<file path="src/rtl/dbg_ctrl_if.sv">
// CSR access bus between the core CSR file and the debug control stage.
// The core drives the write strobe, address and data; the debug stage returns read data.
interface dbg_ctrl_if;
    logic        csr_wr_en;
    logic [11:0] csr_idx;
    logic [31:0] csr_wdata;
    logic [31:0] csr_rdata;

    modport master (output csr_wr_en, csr_idx, csr_wdata, input csr_rdata);
    modport slave  (input csr_wr_en, csr_idx, csr_wdata, output csr_rdata);
endinterface

</file>
<file path="src/rtl/dbg_ctrl.sv">
// Debug-mode control: RUN/DEBUG/RESUME state, dcsr/dpc/dscratch, and the pending
// irq/halt/step requests that feed the debug-entry arbiter.
module dbg_ctrl #(
    parameter int         PC_W   = 32,
    parameter logic [3:0] DBGVER = 4'd4
) (
    input  logic            clk,
    input  logic            rst_n,
    input  logic            dbg_haltreq_i,
    input  logic            dbg_irq_i,
    input  logic            dbg_entry_taken_ena,
    input  logic [2:0]      dbg_entry_cause,
    input  logic [PC_W-1:0] dbg_entry_pc,
    input  logic            cmt_dret_ena,
    dbg_ctrl_if.slave       csr,
    output logic            dbg_irq_r,
    output logic            dbg_halt_r,
    output logic            dbg_step_r,
    output logic            dbg_mode,
    output logic            dbg_ebreakm,
    output logic            dbg_stopcycle,
    output logic            dbg_stoptime,
    output logic            dbg_halted,
    output logic            dbg_resumeack,
    output logic [PC_W-1:0] dpc_r
);

    localparam logic [1:0] ST_RUN    = 2'b00;
    localparam logic [1:0] ST_DEBUG  = 2'b01;
    localparam logic [1:0] ST_RESUME = 2'b10;

    localparam logic [11:0] CSR_DCSR     = 12'h7B0;
    localparam logic [11:0] CSR_DPC      = 12'h7B1;
    localparam logic [11:0] CSR_DSCRATCH = 12'h7B2;

    logic [1:0]      r_state;
    logic [1:0]      w_state_nxt;
    logic            r_ebreakm;
    logic            r_stopcount;
    logic            r_stoptime;
    logic            r_step;
    logic [2:0]      r_cause;
    logic [31:0]     r_dscratch;

    logic            w_entry;
    logic            w_mode_nxt;
    logic            w_csr_we;
    logic            w_wr_dcsr;
    logic            w_wr_dpc;
    logic            w_wr_dscratch;
    logic [PC_W-1:0] w_entry_pc;
    logic [PC_W-1:0] w_wr_pc;

    // Entry is only honoured from RUN; an entry strobe during RESUME is dropped.
    assign w_entry       = dbg_entry_taken_ena & (r_state == ST_RUN);
    assign w_csr_we      = csr.csr_wr_en & dbg_mode;
    assign w_wr_dcsr     = w_csr_we & (csr.csr_idx == CSR_DCSR);
    assign w_wr_dpc      = w_csr_we & (csr.csr_idx == CSR_DPC);
    assign w_wr_dscratch = w_csr_we & (csr.csr_idx == CSR_DSCRATCH);
    assign w_entry_pc    = dbg_entry_pc & ~PC_W'(1);
    assign w_wr_pc       = PC_W'(csr.csr_wdata) & ~PC_W'(1);

    always_comb begin
        w_state_nxt = r_state;
        case (r_state)
            ST_RUN:    if (w_entry) w_state_nxt = ST_DEBUG;
            ST_DEBUG:  if (cmt_dret_ena) w_state_nxt = ST_RESUME;
            ST_RESUME: w_state_nxt = ST_RUN;
            default:   w_state_nxt = ST_RUN;
        endcase
    end

    assign w_mode_nxt = (w_state_nxt == ST_DEBUG);

    always_ff @(posedge clk or negedge rst_n) begin
        if (!rst_n) begin
            r_state     <= ST_RUN;
            dbg_halt_r  <= 1'b0;
            dbg_irq_r   <= 1'b0;
            dbg_step_r  <= 1'b0;
        end else begin
            r_state    <= w_state_nxt;
            dbg_halt_r <= dbg_haltreq_i & ~w_mode_nxt & ~dbg_entry_taken_ena;
            dbg_step_r <= r_step & ~w_mode_nxt;
            if (dbg_entry_taken_ena)
                dbg_irq_r <= 1'b0;
            else if (dbg_irq_i && r_state != ST_DEBUG)
                dbg_irq_r <= 1'b1;
        end
    end

    // Entry capture has priority over a same-cycle CSR write to dcsr/dpc.
    always_ff @(posedge clk or negedge rst_n) begin
        if (!rst_n) begin
            r_ebreakm   <= 1'b0;
            r_stopcount <= 1'b0;
            r_stoptime  <= 1'b0;
            r_step      <= 1'b0;
            r_cause     <= 3'd0;
            dpc_r       <= '0;
            r_dscratch  <= 32'd0;
        end else begin
            if (w_entry) begin
                r_cause <= dbg_entry_cause;
                dpc_r   <= w_entry_pc;
            end else begin
                if (w_wr_dcsr) begin
                    r_ebreakm   <= csr.csr_wdata[15];
                    r_stopcount <= csr.csr_wdata[10];
                    r_stoptime  <= csr.csr_wdata[9];
                    r_step      <= csr.csr_wdata[2];
                end
                if (w_wr_dpc)
                    dpc_r <= w_wr_pc;
            end
            if (w_wr_dscratch)
                r_dscratch <= csr.csr_wdata;
        end
    end

    always_comb begin
        csr.csr_rdata = 32'd0;
        case (csr.csr_idx)
            CSR_DCSR:     csr.csr_rdata = {DBGVER, 12'd0, r_ebreakm, 4'd0, r_stopcount,
                                           r_stoptime, r_cause, 3'd0, r_step, 2'b11};
            CSR_DPC:      csr.csr_rdata = 32'(dpc_r);
            CSR_DSCRATCH: csr.csr_rdata = r_dscratch;
            default:      csr.csr_rdata = 32'd0;
        endcase
    end

    assign dbg_mode      = (r_state == ST_DEBUG);
    assign dbg_halted    = dbg_mode;
    assign dbg_resumeack = (r_state == ST_RESUME);
    assign dbg_ebreakm   = r_ebreakm;
    assign dbg_stopcycle = r_stopcount & dbg_mode;
    assign dbg_stoptime  = r_stoptime & dbg_mode;

endmodule

</file>
<file path="src/flat_wrapper.sv">
// flat-port wrapper written by rule: the top's interface ports become plain ports
module dbg_ctrl_flat 
#(
    parameter int         PC_W   = 32,
    parameter logic [3:0] DBGVER = 4'd4
)
  (clk, rst_n, dbg_haltreq_i, dbg_irq_i, dbg_entry_taken_ena, dbg_entry_cause, dbg_entry_pc, cmt_dret_ena, dbg_irq_r, dbg_halt_r, dbg_step_r, dbg_mode, dbg_ebreakm, dbg_stopcycle, dbg_stoptime, dbg_halted, dbg_resumeack, dpc_r, csr_csr_wr_en, csr_csr_idx, csr_csr_wdata, csr_csr_rdata);
  dbg_ctrl_if csr_i ();
  input  logic clk;
  input  logic rst_n;
  input  logic dbg_haltreq_i;
  input  logic dbg_irq_i;
  input  logic dbg_entry_taken_ena;
  input  logic [2:0] dbg_entry_cause;
  input  logic [PC_W-1:0] dbg_entry_pc;
  input  logic cmt_dret_ena;
  output logic dbg_irq_r;
  output logic dbg_halt_r;
  output logic dbg_step_r;
  output logic dbg_mode;
  output logic dbg_ebreakm;
  output logic dbg_stopcycle;
  output logic dbg_stoptime;
  output logic dbg_halted;
  output logic dbg_resumeack;
  output logic [PC_W-1:0] dpc_r;
  input wire logic [$bits(csr_i.csr_wr_en)-1:0] csr_csr_wr_en;
  input wire logic [$bits(csr_i.csr_idx)-1:0] csr_csr_idx;
  input wire logic [$bits(csr_i.csr_wdata)-1:0] csr_csr_wdata;
  output wire logic [$bits(csr_i.csr_rdata)-1:0] csr_csr_rdata;
  assign csr_i.csr_wr_en = csr_csr_wr_en;
  assign csr_i.csr_idx = csr_csr_idx;
  assign csr_i.csr_wdata = csr_csr_wdata;
  assign csr_csr_rdata = csr_i.csr_rdata;
  dbg_ctrl #(.PC_W(PC_W), .DBGVER(DBGVER)) u_core (.clk(clk), .rst_n(rst_n), .dbg_haltreq_i(dbg_haltreq_i), .dbg_irq_i(dbg_irq_i), .dbg_entry_taken_ena(dbg_entry_taken_ena), .dbg_entry_cause(dbg_entry_cause), .dbg_entry_pc(dbg_entry_pc), .cmt_dret_ena(cmt_dret_ena), .csr(csr_i), .dbg_irq_r(dbg_irq_r), .dbg_halt_r(dbg_halt_r), .dbg_step_r(dbg_step_r), .dbg_mode(dbg_mode), .dbg_ebreakm(dbg_ebreakm), .dbg_stopcycle(dbg_stopcycle), .dbg_stoptime(dbg_stoptime), .dbg_halted(dbg_halted), .dbg_resumeack(dbg_resumeack), .dpc_r(dpc_r));
endmodule
</file>
<file path="config.mk">
export PLATFORM = sky130hd
export DESIGN_NAME = dbg_ctrl_flat
export DESIGN_NICKNAME = d
export VERILOG_FILES = /design/src/rtl/dbg_ctrl_if.sv /design/src/rtl/dbg_ctrl.sv /design/src/flat_wrapper.sv
export SDC_FILE = /design/constraint.sdc
export NUM_CORES = 1
export LEC_CHECK = 0
export ABC_AREA = 1
export CORE_MARGIN = 2
export CORE_UTILIZATION = 46
export CTS_BUF_LIST = sky130_fd_sc_hd__clkbuf_4
export CTS_CLUSTER_DIAMETER = 50
export DETAILED_ROUTE_END_ITERATION = 12
export GPL_TIMING_DRIVEN = 0
export PLACE_DENSITY = 0.94
export SKIP_LAST_GASP = 1
export SYNTH_ARGS = -nofsm -noshare
export SYNTH_HDL_FRONTEND = slang
export SYNTH_SLANG_ARGS = --single-unit
</file>
<file path="constraint.sdc">
create_clock -name clk -period 1.6 [get_ports clk]
set_input_delay 0.32 -clock clk [delete_from_list [all_inputs] [get_ports clk]]
set_output_delay 0.32 -clock clk [all_outputs]
set_load 0.02 [all_outputs]
</file>
==> summary.txt <==
Outcome
  – Status: finished with violations
  – Failing checks: setup timing

Power
  – Logic pwr share: 41.4%
  – Leakage power: 3.535 nW
  – Switch Pwr: 2.649 mW
  – Clock share of power: 15.3%
  – VDD IR max: 0.6873 mV
  – Pwr/cell area: 948.4 mW/mm^2
  – Reg power frac: 43.2%
  – Total internal power: 3.714 mW
  – Net Sw Frac: 41.63%

Floorplan
  – Core Box Area: 0.008763 sq mm
  – Initial Util: 47.47%
  – Die Width: 99.10 microns
  – Full die area: 0.009821 sq mm
  – Top-Level Pins: 159
  – Site Rows: 34
  – Die H: 99.10 microns

Global routing
  – First-pass GRT wire length: 23880 microns
  – Largest net degree at the start of global routing: 76
  – Vias in the first global route: 4691
  – Antenna violations before repair: 0
  – GRT overflow: 0
  – GRT Overall Usage: 31.24%

Synthesis
  – YS warnings: 0
  – Synth async-reset ratio: 100.0%
  – Yosys top cell by area: dfrtp_1
  – Ys flop type: dfrtp_1
  – Number of synthesized flops with an enable pin: 0
  – Gate count of the mapped netlist: 529
  – Most frequent cells after synthesis: nand2_1, nand3_1, dfrtp_1
  – Yosys reg bits: 75
  – Netlist Area Pre-Place: 0.004160 sq mm
  – Syn nets: 615
  – Seq/Total Area, Yosys: 45.11%
  – Post-synth top area share: 45.11%
  – Syn avg cell area: 7.864 sq um
  – Post-synth cell types: 24
  – Largest cells by area after synthesis: dfrtp_1, nand2_1, nand3_1
  – Count leader, synth: nand2_1

Final layout
  – Post-route cell area: 0.006709 sq mm
  – Final layout net count: 821
  – N_diodes: 0
  – Area delta synth->final: 61.26%
  – Post-layout util: 76.56%
  – Layout cells sized above 1: 37.26%
  – Finished Layout Cells: 846

STA
  – Measured slew at the worst slew-check pin: 0.9832 ns
  – Achievable frequency: 539.8 MHz
  – Tcrit/Tclk final: 115.8%
  – RSZ-0062 raised after global routing: yes
  – Clock skew: 0.02750 ns
  – Final Critical Period: 1.852 ns
  – Final Hold Viols: 0
  – Relative slew margins: 34.46%
  – Final count of pins violating max slew: 0
  – Final setup vio count: 66
  – Min Hold Slack: 0.009380 ns
  – Worst setup margin: -0.2524 ns

CTS
  – Clk root buf: clkbuf_4
  – Clock latency on the worst-skew pair: 0.43 ns
  – TritonCTS buffer count: 9
  – Max clock buf depth: 2
  – CTS H-tree depth: 3
  – CTS Sinks: 75
  – CTS Hold Bufs: 0
  – CTS tree: built
  – CTS clk-pin slew, worst paths: 0.14 ns

Place
  – DP Area: 0.005952 sq mm
  – RD Place Congestion: 0.8705
  – PortBufs: 156
  – DP HPWL: 9995 microns
  – Cell count after placement: 793
  – Worst slack, placed: -1.419 ns

Flow run
  – Max Cap Violations: 0

Drt
  – Drt first-iter violations: 395
  – Total wire length: 16060 microns
  – Via/cell ratio: 5.595
  – DR pass1 iterations: 5
  – ANT nets after route: 0
  – Via Count: 4733
  – Average wire per standard cell: 18.98 microns
  – DRC Markers: 0

Worst setup path
  – CP required: 1.90 ns
  – Max incr delay on CP: 0.16 ns
  – Critical Path, Cell by Cell: buf_6 -> inv_4 -> buf_4 -> buf_4 -> buf_4 -> buf_4 -> buf_4 -> buf_4 -> buf_4 -> buf_4 -> buf_4 -> nand2_2 -> nor2_4 -> nand4_4 -> nand2_4 -> buf_6 -> nand2_2 -> nand2_1
  – Critical Path Fanout Max: 6
  – Critical path endpoint category: flip-flop
  – Arr. time, crit path: 2.16 ns
  – Setup Crit Path Kind: in -> reg
  – Worst Setup SP: csr_csr_idx[11]
  – CP Launch Type: primary input
  – RR Startpoint: u_core.r_state[0]
  – Worst path slowest cell: buf_6
  – Reg2Reg Depth: 6
  – CP most frequent cell: buf_4

Worst hold path
  – Hold Crit Class: in -> async
## kinds of logic (layout without fill, tap and decap cells)
kind of cell / Yosys count / after routing / share of synthesized area (%)
flops: 75 / 75 / 45.11
mux: 3 / 3 / 0.8120
other cells: 1 / 1 / 0.09014
buf+inv: 82 / 291 / 9.865
compound gates: 64 / 64 / 10.59
simple gates: 304 / 304 / 33.53
## worst paths after layout
check / end / slack [ns]
max reg2reg: u_core.dpc_r[3] / -0.01
max: u_core.dpc_r[26] / -0.25
min in group clk: u_core.r_state[1] / 0.45
min: u_core.dbg_irq_r / 0.009
max in group asynchronous: u_core.dpc_r[22] / 0.91
min reg2reg: u_core.r_dscratch[9] / 0.50
## layer usage
layer	up-vias	part of all wire, %	global-route usage [%]
met4	0	3.2	14.86
met5	-	0	0
met1	2258	38	39.37
met2	313	50	51.77
li1	2101	-	-
met3	61	8.7	6.254
## cells in the final DEF (no fill, tap or decap), types with 2 or more instances in the layout
master,instances
nand2_1,91
dfrtp_1,74
nand3_1,73
clkdlybuf4s50_1,71
nand2_2,59
buf_6,46
buf_4,42
inv_1,39
nor2_1,37
dlygate4sd2_1,35
o21ai_2,32
a21oi_1,32
buf_2,15
nand3_2,14
nand2_4,13
clkbuf_4,12
nor2_4,6
buf_8,6
inv_2,5
buf_12,5
clkinv_2,4
nand4_1,3
clkbuf_16,3
mux2_1,3
clkbuf_1,3
nor3_4,2
clkbuf_2,2
## worst max-delay path, delay by kind of cell
family / cells / cell delay, ns
simple gates: 6 / 0.49
buf+inv: 12 / 1.36
## what timing repair did
item | 4_1_cts | 5_1_grt
pin swaps | 16 | 18
cloned | 6 | 2
endpoints found under the setup margin | 95 | 77
buffers inserted | 31 | 4
resized for setup | 364 | 46
## area by class of cell
class | count | area, sq um
clock buffers | 10 | 75.07
fillers | 602 | 2054
inverters | 46 | 180.2
well taps | 108 | 135.1
clock inverters | 4 | 20.02
repair buffers | 196 | 1882
plain buffers | 35 | 359.1
flip-flops and latches | 75 | 1878
multi-input cells | 372 | 2180
## state kept, by name, summed over array words and instances (netlist names)
register / count
u_core.r_dscratch: 32
u_core.dpc_r: 31
u_core.r_cause: 3
u_core.r_state: 2
u_core.dbg_ebreakm: 1
u_core.dbg_halt_r: 1
u_core.dbg_irq_r: 1
u_core.dbg_step_r: 1
u_core.r_step: 1
u_core.r_stopcount: 1
u_core.r_stoptime: 1
## metrics by stage
step,power (mW),setup TNS (ns)
floorplan,4.007,0
detailed placement,5.451,-68.13
finish,6.363,-12.04
CTS,6.191,-11.45
global placement,5.352,-232.95
global route,6.655,-15.27
## power by group through the flow
stage	combinational, mW	clock, mW	sequential (mW)
2_1_floorplan	0.857	0	3.15
3_3_place_gp	2.62	0	2.73
3_5_place_dp	2.70	0	2.76
4_1_cts	2.53	0.950	2.71
5_1_grt	2.80	1.05	2.80
6_report	2.64	0.976	2.75
(Power assumes the default switching activity.)
